### config.mk
export PLATFORM = sky130hd
export DESIGN_NAME = lb_updown_counter_n
export DESIGN_NICKNAME = d
export VERILOG_FILES = /design/src/rtl/lb_cnt_pkg.sv /design/src/rtl/lb_cnt_next.sv /design/src/rtl/lb_updown_counter_n.sv
export SDC_FILE = /design/constraint.sdc
export NUM_CORES = 1
export LEC_CHECK = 0
export ABC_AREA = 1
export CAP_MARGIN = 10
export CORE_AREA = 3 3 40 42
export CTS_CLUSTER_DIAMETER = 120
export CTS_CLUSTER_SIZE = 30
export DETAILED_ROUTE_END_ITERATION = 12
export DIE_AREA = 0 0 43 45
export SLEW_MARGIN = 30
export SYNTH_ARGS = -nofsm -noshare
export SYNTH_HDL_FRONTEND = slang
export SYNTH_SLANG_ARGS = --single-unit
### constraint.sdc
create_clock -name CK -period 2.3 [get_ports CK]
set_input_delay 0.23 -clock CK [delete_from_list [all_inputs] [get_ports CK]]
set_output_delay 0.23 -clock CK [all_outputs]
set_load 0.005 [all_outputs]
### src/rtl/lb_cnt_pkg.sv
// Shared types and helpers for the lb_updown_counter_n family.
// Build option: define LB_CNT_MATCH_EN to add the MVAL/MATCH compare port pair on the top.
package lb_cnt_pkg;

    localparam logic DIR_UP = 1'b1;
    localparam logic DIR_DN = 1'b0;

    localparam int unsigned MAX_WIDTH = 32;

    typedef enum logic {
        CNT_WRAP = 1'b0,
        CNT_SAT  = 1'b1
    } cnt_mode_e;

    // Load values at or beyond the modulus land on the top of the range.
    // mod is one bit wider than d so that a full 2**32 modulus is representable.
    function automatic logic [MAX_WIDTH-1:0] clamp_load(
        input logic [MAX_WIDTH-1:0] d,
        input logic [MAX_WIDTH:0]   mod
    );
        logic [MAX_WIDTH-1:0] top;
        top = mod[MAX_WIDTH-1:0] - MAX_WIDTH'(1);
        if ({1'b0, d} < mod) begin
            return d;
        end
        return top;
    endfunction

endpackage

### src/rtl/lb_cnt_next.sv
// Next-state logic for lb_updown_counter_n: load clamp, up/down step with
// wrap or saturate at the range ends, terminal-count and overflow-event detection.
module lb_cnt_next
    import lb_cnt_pkg::*;
#(
    parameter int unsigned     WIDTH   = 4,
    parameter longint unsigned MOD_VAL = 64'd1 << WIDTH,
    parameter cnt_mode_e       MODE    = CNT_WRAP
) (
    input  logic [WIDTH-1:0] q,
    input  logic [WIDTH-1:0] d,
    input  logic             con,
    input  logic             ci,
    input  logic             sd,
    output logic [WIDTH-1:0] q_next,
    output logic             at_term,
    output logic             ovf_evt
);

    localparam logic [WIDTH-1:0]     MAX_Q   = WIDTH'(MOD_VAL - 64'd1);
    localparam logic [MAX_WIDTH:0]   MOD_EXT = MOD_VAL[MAX_WIDTH:0];

    logic [MAX_WIDTH-1:0] d_ext;
    logic [WIDTH-1:0]     q_load;
    logic [WIDTH-1:0]     q_step;

    assign d_ext   = MAX_WIDTH'(d);
    assign q_load  = WIDTH'(clamp_load(d_ext, MOD_EXT));
    assign at_term = (con == DIR_UP) ? (q == MAX_Q) : (q == '0);
    assign ovf_evt = ~sd & ci & at_term;

    // The range end is tested before stepping, so q+1 / q-1 never overflows.
    always_comb begin
        // NOTE: every always_comb output gets a default first so no path can infer a latch.
        q_step = q;
        if (!at_term) begin
            q_step = (con == DIR_UP) ? q + WIDTH'(1) : q - WIDTH'(1);
        end else if (MODE == CNT_WRAP) begin
            q_step = (con == DIR_UP) ? '0 : MAX_Q;
        end

        q_next = q;
        if (sd) begin
            q_next = q_load;
        end else if (ci) begin
            q_next = q_step;
        end
    end

endmodule

### src/rtl/lb_updown_counter_n.sv
// Loadable up/down counter with programmable modulus, wrap/saturate mode, sticky OVF and CI/CO cascade.
// Build option: LB_CNT_MATCH_EN adds MVAL input and registered MATCH output.
module lb_updown_counter_n
    import lb_cnt_pkg::*;
#(
    parameter int unsigned     WIDTH     = 4,
    parameter longint unsigned MOD_VAL   = 64'd1 << WIDTH,
    parameter int unsigned     SATURATE  = 0,
    parameter longint unsigned RESET_VAL = 0
) (
    input  logic             CK,
    input  logic             CD,
    input  logic             SP,
    input  logic             SD,
    input  logic             CON,
    input  logic             CI,
    input  logic [WIDTH-1:0] D,
    output logic [WIDTH-1:0] Q,
    output logic             CO,
    output logic             OVF
`ifdef LB_CNT_MATCH_EN
    ,
    input  logic [WIDTH-1:0] MVAL,
    output logic             MATCH
`endif
);

    localparam cnt_mode_e        MODE  = (SATURATE != 0) ? CNT_SAT : CNT_WRAP;
    localparam logic [WIDTH-1:0] RST_Q = WIDTH'(RESET_VAL);

    logic [WIDTH-1:0] q_next;
    logic             at_term;
    logic             ovf_evt;
    logic             load;
    logic             count;

    lb_cnt_next #(
        .WIDTH   (WIDTH),
        .MOD_VAL (MOD_VAL),
        .MODE    (MODE)
    ) u_next (
        .q       (Q),
        .d       (D),
        .con     (CON),
        .ci      (CI),
        .sd      (SD),
        .q_next  (q_next),
        .at_term (at_term),
        .ovf_evt (ovf_evt)
    );

    assign load  = SP & SD;
    assign count = SP & ~SD & CI;

    // Carry-out is deliberately ungated by SP so a stalled stage still propagates terminal count.
    assign CO = CI & at_term;

    // NOTE: registered state uses non-blocking assignments so every flop samples pre-edge values.
    always_ff @(posedge CK or posedge CD) begin
        if (CD) begin
            Q   <= RST_Q;
            OVF <= 1'b0;
        end else begin
            if (SP) begin
                Q <= q_next;
            end
            if (load) begin
                OVF <= 1'b0;
            end else if (count && ovf_evt) begin
                OVF <= 1'b1;
            end
        end
    end

`ifdef LB_CNT_MATCH_EN
    always_ff @(posedge CK or posedge CD) begin
        if (CD) begin
            MATCH <= 1'b0;
        end else begin
            MATCH <= (load || count) && (q_next == MVAL);
        end
    end
`endif

endmodule
## After elaboration in Yosys (flattened, before gate mapping)

Index checks and enable logic that the tools add are counted.

| word-level totals | value |
|---|---|
| flip-flop bits (word level) | 5 |
| input port bits | 10 |
| output and inout port bits | 6 |
| logic and storage cells | 29 |

| cells by class | value |
|---|---|
| add/subtract/negate cells | 2 |
| order comparisons | 1 |
| equal/unequal tests | 1 |
| mux-type cells | 11 |
| bitwise operators | 7 |
| reduce and logical (&&, ||, !) cells | 5 |

Operators with widths:

| cell | count |
|---|---|
| $mux 4 | 7 |
| $and 1x1->1 | 6 |
| $lt 4x5->1 const B | 1 |
| $add 4x1->4 const B | 1 |
| $eq 4x4->1 const B | 1 |
| $logic_not 4->1 | 1 |
| $mux 1 | 4 |
| $reduce_bool 2->1 | 2 |
| $sub 4x1->4 const B | 1 |
| $reduce_and 2->1 | 1 |
| $logic_and 1x1->1 | 1 |
| $not 1->1 | 1 |

## Logic depth before layout (Yosys ltp)

| depth | value |
|---|---|
| depth in word-level cells | 6 |
| mapped depth | 11 |

## Hierarchy

Synthesis repeated with hierarchy kept, for this count alone.

| second synthesis, totals | value |
|---|---|
| cells, all modules | 74 |
| area, all modules | 495.5 um^2 |

By module, submodules not included:

| module | times used | cells each | area each (um^2) |
|---|---|---|---|
| lb_cnt_next | 1 | 48 | 267.8 |
| lb_updown_counter_n | 1 | 26 | 227.7 |

## Worst setup path before layout

OpenSTA, ideal clock, no wires.

| timing path | value |
|---|---|
| kind | reg2reg |
| start point | register Q[2] |
| end point | register Q[3] |
| library setup time | 116 ps |
| arrival | 1247 ps |
| slack | 936 ps |
| cell stages (with the launch flop) | 9 |
| buffers on the path | 0 |
| clock period less this slack | 1364 ps |
| path through | dfrtp_1 ha_1 or2_1 nand3_1 nand2_1 nand2_1 nand2_1 nand2_1 nand2_1 |

| on the way | value |
|---|---|
| word-level cells in the longest chain between the ends | 5 |
| elaborated cells between the ends (all ways) | 9 |
| those cells by class | add/sub (2); eq/ne (1); mux (5); reduce/logical (1) |

Ends and longest elaborated chain:

| element | line | text |
|---|---|---|
| start: declaration | lb_updown_counter_n.sv:18 | `output logic [WIDTH-1:0] Q,` |
| start signal: assignment | lb_updown_counter_n.sv:65 | `Q <= q_next;` |
| $sub 4x1->4, or another cell as far along | lb_cnt_next.sv:37 | `q_step = (con == DIR_UP) ? q + WIDTH'(1) : q - WIDTH'(1);` |
| $mux 4 / $mux 1 (equally long branches) | lb_cnt_next.sv:37, lb_cnt_next.sv:29 |  |
| $mux 4 * | lb_cnt_next.sv:36 | `if (!at_term) begin` |
| $mux 4 * | lb_cnt_next.sv:45 | `end else if (ci) begin` |
| $mux 4 * | lb_cnt_next.sv:43 | `if (sd) begin` |

Every way passes the cells marked *; elsewhere a longest branch is shown, timed or not. The select of a mux whose other input is x is not followed.
A chain may end at the register's enable or synchronous reset.

## Worst setup path in the final report

| timing path | value |
|---|---|
| start point | register Q[0] |
| end point | output port CO |

| on the way | value |
|---|---|
| word-level cells in the longest chain between the ends | 3 |
| elaborated cells between the ends (all ways) | 4 |
| those cells by class | eq/ne (1); mux (1); bitwise (1); reduce/logical (1) |

Ends and longest elaborated chain:

| element | line | text |
|---|---|---|
| $eq 4x4->1 / $logic_not 4->1 (equally long branches) | lb_cnt_next.sv:29 | `assign at_term = (con == DIR_UP) ? (q == MAX_Q) : (q == '0);` |
| $mux 1 * | lb_cnt_next.sv:29 |  |
| $and 1x1->1 * | lb_updown_counter_n.sv:56 | `assign CO = CI & at_term;` |
| end: declaration | lb_updown_counter_n.sv:19 | `output logic CO,` |

Every way passes the cells marked *; elsewhere a longest branch is shown, timed or not.

==> summary.md <==
The layout cell share with drive strength beyond 1 is 0.125. Max-cap violations in this run came to 0. Along the worst path, the maximum fanout reaches 7. The tools report the initial standard-cell utilization of the core as 0.347. The tools report the total negative slack for setup checks as 0 ps. The first global-routing pass estimated 1640 um of wire. The final critical delay including setup and external delays was 1900 ps. The clock insertion delay at the later pin of the skew report was 230 ps; the maximum achievable frequency was 0.527 GHz. The min-delay analysis places its worst path in the category in2async.

The worst-margin pin slew is 244 ps. The maximum clock insertion buffer count is 2, and the mean area per synthesized cell is 6.46 um^2. 0 antenna diodes ended up in the layout. TritonCTS built the clock tree.

The share of the synthesized area in the top cell type is 0.281, and the largest net degree at the start of global routing is 8. Yosys mapped the design onto 17 distinct sky130hd cell types. During synthesis, Yosys emitted a total of 0 warnings.

The total standard cell area after synthesis was 445 um^2; the count of pins over their slew limit was 0. At the worst endpoint, the arrival time is 1670 ps. The remaining routing DRC violations is 0. The run finished with clean final reports. After legalization and detailed placement, the total HPWL measured 814 um. Standard cell with the maximum stage delay on the critical path: clkdlybuf4s50_1. The final routed wirelength across all metal layers is 943 um.

The global-route total usage across every layer is 0.114. Setup repair after global routing left no endpoint under its margin. Once the clock tree was built, the setup fixing pass inserted 0 buffers. The first TritonRoute pass finished after 4 iterations. The count of antenna-violating nets left after detailed routing came out at 0.

The count of final hold-check violations is 0, and the power share of the clock group is 0.244. The type of origin of the critical path is a flop. Port buffering added 15 buffers. The signal on the critical path passes through nand3_1, o21ai_2, nand2_2, nor2_1, clkdlybuf4s50_1. The combinational share of power is 0.433. The number of buffers added to fix hold violations after cts came out at 0. met1 is the most crowded layer.

Post-CTS repair changed the size of 0 cells. Fill cell total of the finished layout: 150. At the end of routability-driven placement, the weighted congestion stood at 0.716. For the sequential share of power, the log shows 0.323. In this run the vertical extent of the chip is 45 um. The post-CTS clock slew at the launch and capture registers of the worst setup and hold paths works out to 40 ps.

VDD sags by at most 296 uV. The average wire length per cell after detail routing is 9.16 um. After technology mapping, the gate count stands at 69. STA classifies the critical path endpoint as an output pin. The synthesized design contains 5 register bits. Net switching share of the total power: 0.349.

The tree is rooted in a clkbuf_4. The completed layout was analyzed and its total power is 0.396 mW. In this run, CTS created clock tree buffers numbering 3. The leftover overflow at the end of global routing was 0; the max-slew headroom at the worst pin was 0.837.

The die span in x was 43 um. The met3 track demand over resource is 0.00797, and the number of DRC markers in iteration 0 is 3. The synthesis-to-layout area growth is 43.8%, and the switching component of the power is 0.138 mW. The power per standard cell area works out to 618 nW/um^2. Hold timing on the final database bottoms out at a slack of 182 ps. The cell-internal power was 0.257 mW; the final count of negative-setup-slack endpoints was 0. The via density per instance is 4.23, and the number of global-route vias before repair is 399.

Yosys attributes the largest share of cell area to dfrtp_1, nand2_1, ha_1. The logs give 82 for the number of nets in the synthesized netlist and 0 for the number of antenna violations at the first check in global routing. The global routing met1 resource utilization was 0.167; the final net count was 102. The maximum single-stage delay on the critical path came out at 500 ps. Clock skew on the completed layout was measured at 0.565 ps.

The count of H-tree levels built during CTS was 1. For the die footprint, the log shows 1940 um^2. The run gives 436 as the total vias in the final route. The library cell occupying the most area in the post-synthesis netlist was dfrtp_1. The total area inside the core boundary comes to 1280 um^2. The floorplan has 13 rows. 16 I/O pins were placed. The number of sinks handled by clock tree synthesis is 5, and the fraction of the cycle the final worst path needs is 0.825. The tools report the leakage component of the power as 0.328 nW. The tools report the global routing met2 resource utilization as 0.162.

The class of the most critical setup path is reg2out. The required arrival time at the worst endpoint was 2070 ps; the post-synthesis sequential area ratio was 0.281.
## cell usage in the layout, fill, tap and decap left out, types with 2 or more instances in the layout
cell              n
clkbuf_4          3
nand3_1           4
o21ai_1           4
clkdlybuf4s50_1  15
nand2_2           2
clkinv_1          2
nand2_1          28
inv_1             6
ha_1              2
dfrtp_1           5
inv_2             4
nor2_1            5
## Yosys cell counts
master,instances
nand2_1,28
inv_1,6
dfrtp_1,5
nor2_1,5
inv_2,4
nand3_1,4
o21ai_1,4
clkinv_1,2
ha_1,2
nand2_2,2
a21oi_4,1
fa_1,1
o21ai_0,1
o21ai_2,1
o2bb2ai_1,1
or2_1,1
xor2_1,1
## flip-flops by register name, summed over array words and instances, names as in the netlist
name  cells
OVF       1
Q         4
## routing by layer
metal / part of all wire / up-vias
met3: 0.052 / 0
met5: 0 / -
li1: - / 249
met1: 0.50 / 180
met4: 0 / 0
met2: 0.44 / 7
## power groups by stage
stage / Combinational (mW) / Sequential (mW) / Clock, mW
finish: 0.171 / 0.128 / 0.0966
CTS: 0.174 / 0.129 / 0.103
detailed placement: 0.174 / 0.130 / 0
global placement: 0.175 / 0.131 / 0
floorplan: 0.104 / 0.126 / 0
global route: 0.197 / 0.133 / 0.109
## worst max-delay path: cells and delay by family, from the launching register on
kind            cells  cell delay [ps]
compound gates      1              150
buf+inv             1              500
flops               1              470
simple gates        3              310
## kinds of logic after synthesis
kind of cell / after synthesis / share of synthesized area
xor gates and xnor gates: 1 / 0.0197
AOI/OAI and AO/OA: 8 / 0.132
and+or+nand+nor: 40 / 0.365
adders and majority gates: 3 / 0.101
DFF: 5 / 0.281
buffers and inverters: 12 / 0.101
## final timing paths
check | to | slack (ps) | cells after the start | startpoint
worst min register to register | OVF | 500 | 1 | OVF
min in group CK | OVF | 500 | 1 | OVF
worst min-delay path | Q[3] | 180 | 2 | CD
worst max-delay path | CO | 400 | 5 | Q[0]
max in group asynchronous | OVF | 1960 | 2 | CD
worst max register to register | Q[3] | 850 | 8 | Q[2]
## cell type report
class | instances | area (um^2) | share of cell area
sequential | 5 | 125 | 0.195
clock buffer | 4 | 26.3 | 0.0410
tap | 15 | 18.8 | 0.0293
timing repair buffer | 15 | 150 | 0.234
inverter | 12 | 45.0 | 0.0703
multi-input combinational | 52 | 275 | 0.430
## metrics by stage
stage	setup WS, ps	cells	utilization	cell area (um^2)
2_1_floorplan	936	69	-	445
3_3_place_gp	429	99	0.478	614
3_5_place_dp	438	99	0.478	614
4_1_cts	374	103	0.499	641
5_1_grt	277	103	0.499	641
6_report	404	103	0.499	641
(Power assumes the default switching activity.)
==> RTL edit 1, RTL diff (config.mk and constraints unchanged) <==
Add an input register stage for `SP`, `SD`, `CON`, `CI` and `D`, without a reset; this delays them by one clock.
--- a/src/rtl/lb_updown_counter_n.sv
+++ b/src/rtl/lb_updown_counter_n.sv
@@ -28,6 +28,20 @@
     localparam cnt_mode_e        MODE  = (SATURATE != 0) ? CNT_SAT : CNT_WRAP;
     localparam logic [WIDTH-1:0] RST_Q = WIDTH'(RESET_VAL);
 
+    logic SP_q;
+    logic SD_q;
+    logic CON_q;
+    logic CI_q;
+    logic [WIDTH-1:0] D_q;
+
+    always_ff @(posedge CK) begin
+        SP_q  <= SP;
+        SD_q  <= SD;
+        CON_q <= CON;
+        CI_q  <= CI;
+        D_q   <= D;
+    end
+
     logic [WIDTH-1:0] q_next;
     logic             at_term;
     logic             ovf_evt;
@@ -40,20 +54,20 @@
         .MODE    (MODE)
     ) u_next (
         .q       (Q),
-        .d       (D),
-        .con     (CON),
-        .ci      (CI),
-        .sd      (SD),
+        .d       (D_q),
+        .con     (CON_q),
+        .ci      (CI_q),
+        .sd      (SD_q),
         .q_next  (q_next),
         .at_term (at_term),
         .ovf_evt (ovf_evt)
     );
 
-    assign load  = SP & SD;
-    assign count = SP & ~SD & CI;
+    assign load  = SP_q & SD_q;
+    assign count = SP_q & ~SD_q & CI_q;
 
     // Carry-out is deliberately ungated by SP so a stalled stage still propagates terminal count.
-    assign CO = CI & at_term;
+    assign CO = CI_q & at_term;
 
     // NOTE: registered state uses non-blocking assignments so every flop samples pre-edge values.
     always_ff @(posedge CK or posedge CD) begin
@@ -61,7 +75,7 @@
             Q   <= RST_Q;
             OVF <= 1'b0;
         end else begin
-            if (SP) begin
+            if (SP_q) begin
                 Q <= q_next;
             end
             if (load) begin
Formal check against the unedited RTL: not equivalent (a bounded check fails within 4 cycles, from zero or initial values).
==> RTL edit 1 against the unedited design <==
Setup slack worse by 0.055 ns; sequential cell count is 8 higher; final area up 25%; global-route usage up 3.5 points; synthesized area is 36% higher; clock power is 43% higher; via count rose by 19%; wire length rose by 21%; total power increased by 49%; highest routed layer is now met4.
==> RTL edit 1: results <==
{
  "reg.largest.list": "D_q x4, Q x4",
  "outcome": "finished clean",
  "drive_above_1_share_pct": 11.5,
  "wl_met3_um": 74,
  "irDropWorstVdd_v": 0.000377,
  "synth.top_cell.area_share_pct": 26.4,
  "clk_share_pct": 3.28,
  "synth_area_leaders": "dfxtp_1 (26%), dfrtp_1 (21%), nand2_1 (17%)",
  "clk_pin_slew_ns": 0.08,
  "drt_iter0_drc": 8,
  "power.leakage_nw": 0.395,
  "dpl_cell_area_um2": 774,
  "hpwl_um": 942,
  "synth_flop_cell": "dfxtp_1",
  "fillers": 117,
  "synth_compound_area_share_pct": 9.71,
  "ys_seq_elements": 13,
  "grt_pass1_wl_um": 2100,
  "grt.met3_usage_pct": 3.59,
  "synthAdderAreaFrac_pct": 7.44,
  "grt_use_met2_pct": 22.8,
  "tightest_slew_ns": 0.240,
  "wl_per_cell_um": 10.3,
  "bufAreaShareNonClock_pct": 18.8,
  "grtUsageMet1_pct": 19.3,
  "worst_slack_ns": 0.349,
  "postSynth.asyncResetShare_pct": 38.5,
  "sh_seq_area_pct": 35.6,
  "route.vias.total": 519,
  "wl_met2_um": 516,
  "r2r_setup_slack_ns": 0.82,
  "r2r-start": "CON_q$_DFF_P_",
  "wl_met1_um": 521,
  "yosysUniqueCellTypes": 18,
  "reg2reg_depth": 9,
  "power_density_nw_per_um2": 734,
  "first_global_vias": 496,
  "dp_slack_ns": 0.643,
  "synth_area_per_cell_um2": 7.86,
  "nNetsFinal": 110,
  "syn_nets": 90
}
[RTL edit 1: changes by cell type after synthesis, sizes merged]
cell / unedited run / this run
dfxtp: 0 / 8
[RTL edit 1: worst min-delay path by stage]
stage,endpoint,slack [ns],depth (start not counted)
floorplan,OVF$_DFFE_PP0P_,0.009,1
global route,OVF$_DFFE_PP0P_,0.19,2
CTS,OVF$_DFFE_PP0P_,0.16,2
global placement,OVF$_DFFE_PP0P_,0.46,2
finish,OVF$_DFFE_PP0P_,0.15,2
detailed placement,OVF$_DFFE_PP0P_,0.47,2
[RTL edit 1: report_power, final]
part	total (W)	switching (W)	leakage, nW	internal (W)
sequential	0.000278	0.0000291	0.130	0.000249
combinational	0.000172	0.0000832	0.250	0.0000887
clock	0.000138	0.0000709	0.0150	0.0000673
==> RTL edit 2, RTL diff (config.mk and constraints unchanged) <==
Made on the original files. `WIDTH` is set to 4 in 2 places; all go to 3.
--- a/src/rtl/lb_cnt_next.sv
+++ b/src/rtl/lb_cnt_next.sv
@@ -3,7 +3,7 @@
 module lb_cnt_next
     import lb_cnt_pkg::*;
 #(
-    parameter int unsigned     WIDTH   = 4,
+    parameter int unsigned     WIDTH   = 3,
     parameter longint unsigned MOD_VAL = 64'd1 << WIDTH,
     parameter cnt_mode_e       MODE    = CNT_WRAP
 ) (
--- a/src/rtl/lb_updown_counter_n.sv
+++ b/src/rtl/lb_updown_counter_n.sv
@@ -3,7 +3,7 @@
 module lb_updown_counter_n
     import lb_cnt_pkg::*;
 #(
-    parameter int unsigned     WIDTH     = 4,
+    parameter int unsigned     WIDTH     = 3,
     parameter longint unsigned MOD_VAL   = 64'd1 << WIDTH,
     parameter int unsigned     SATURATE  = 0,
     parameter longint unsigned RESET_VAL = 0
Interface: changed (resized D and Q); port bits go from 16 to 14. No check against the original RTL was run, so the function may have changed too.
==> RTL edit 2 against the unedited design <==
Wire length shrank 22%; synthesized area shrank 27%; cell count shrank 19%; total power shrank 25%; register-to-register slack gained 0.08 ns; via count shrank 21%; final area shrank 23%; worst hold slack lost 0.0017 ns; sequential cell count shrank 1; setup slack gained 0.041 ns; critical path depth grew 1; non-clock buffer count shrank 2; combinational power shrank 33%.
==> RTL edit 2: results <==
{
  "outcome": "finished clean",
  "dp_slack_ns": 0.430,
  "wl_met2_um": 328,
  "yosysSeqAreaShare_pct": 30.9,
  "r2r_setup_slack_ns": 0.93,
  "fillers": 153,
  "numPortBuffers": 13,
  "yosysUniqueCellTypes": 12,
  "fin_cells": 83,
  "tightest_slew_ns": 0.213,
  "r2r-start": "Q[0]$_DFFE_PP0P_",
  "drt_iter0_drc": 0,
  "drive_above_1_share_pct": 8.82,
  "wl_met1_um": 341,
  "reg.largest.list": "Q x3, OVF x1",
  "hpwl_um": 579,
  "power.leakage_nw": 0.254,
  "wl_met3_um": 47,
  "route.vias.total": 345,
  "arrival_ns": 1.63,
  "irDropWorstVdd_v": 0.000258,
  "top_layer": "met4",
  "fin_worst_hold_slack_ns": 0.181,
  "syn_nets": 62,
  "place_congestion": 0.747,
  "wl_per_cell_um": 8.82,
  "dp_cells": 80,
  "htreeDepth": 1,
  "synth_area_leaders": "dfrtp_1 (31%), nand2_1 (27%), inv_1 (8.1%)",
  "skew_ns": 0.00105,
  "reg2reg_to": "Q[2]$_DFFE_PP0P_",
  "synth_area_per_cell_um2": 6.23,
  "dpl_cell_area_um2": 473
}
-- RTL edit 2: worst max path at each step --
stage / startpoint / cells after the start / endpoint / slack [ns]
global route: Q[0]$_DFFE_PP0P_ / 6 / CO / 0.32
finish: CON / 6 / CO / 0.44
CTS: CON / 6 / CO / 0.43
detailed placement: CON / 6 / CO / 0.43
floorplan: Q[0]$_DFFE_PP0P_ / 8 / Q[2]$_DFFE_PP0P_ / 1.02
global placement: CON / 6 / CO / 0.46
-- RTL edit 2: through the flow --
step	total power [W]	util, %
floorplan	0.000158	-
global placement	0.000214	36.8
detailed placement	0.000214	36.8
CTS	0.000304	38.6
global route	0.000330	38.6
finish	0.000296	38.6
-- RTL edit 2: final cells by class --
cell class	instances	area share, %
timing repair buffer	13	26.3
multi-input combinational	37	36.9
tap	15	3.79
clock buffer	3	4.55
inverter	11	8.33
sequential	4	20.2
-- RTL edit 2: metal layers --
metal | up-vias | track usage [%]
met2 | 9 | 13.8
met1 | 143 | 10.8
met5 | - | 0
met3 | 2 | 1.99
met4 | 0 | 9.04
li1 | 191 | -
-- RTL edit 2: critical path, cell delays in order --
cell,delay (ns)
clkdlybuf4s50_1,0.53
nand3_1,0.10
nand2_1,0.09
nand2_1,0.08
nor2_1,0.09
clkdlybuf4s50_1,0.50
-- RTL edit 2: report_power, final --
group,switching [W],internal [W],total (W)
sequential,0.0000154,0.0000816,0.0000970
combinational,0.0000531,0.0000606,0.000114
clock,0.0000270,0.0000583,0.0000853
-- RTL edit 2: cell families (layout without fill, tap and decap cells) --
kind of cell,count (synthesis),count (layout),share of synthesized area (%)
simple gates,30,30,36.3
buf+inv,11,27,12.7
compound gates,6,6,13.9
flops,4,4,30.9
fa+ha+maj,1,1,6.18
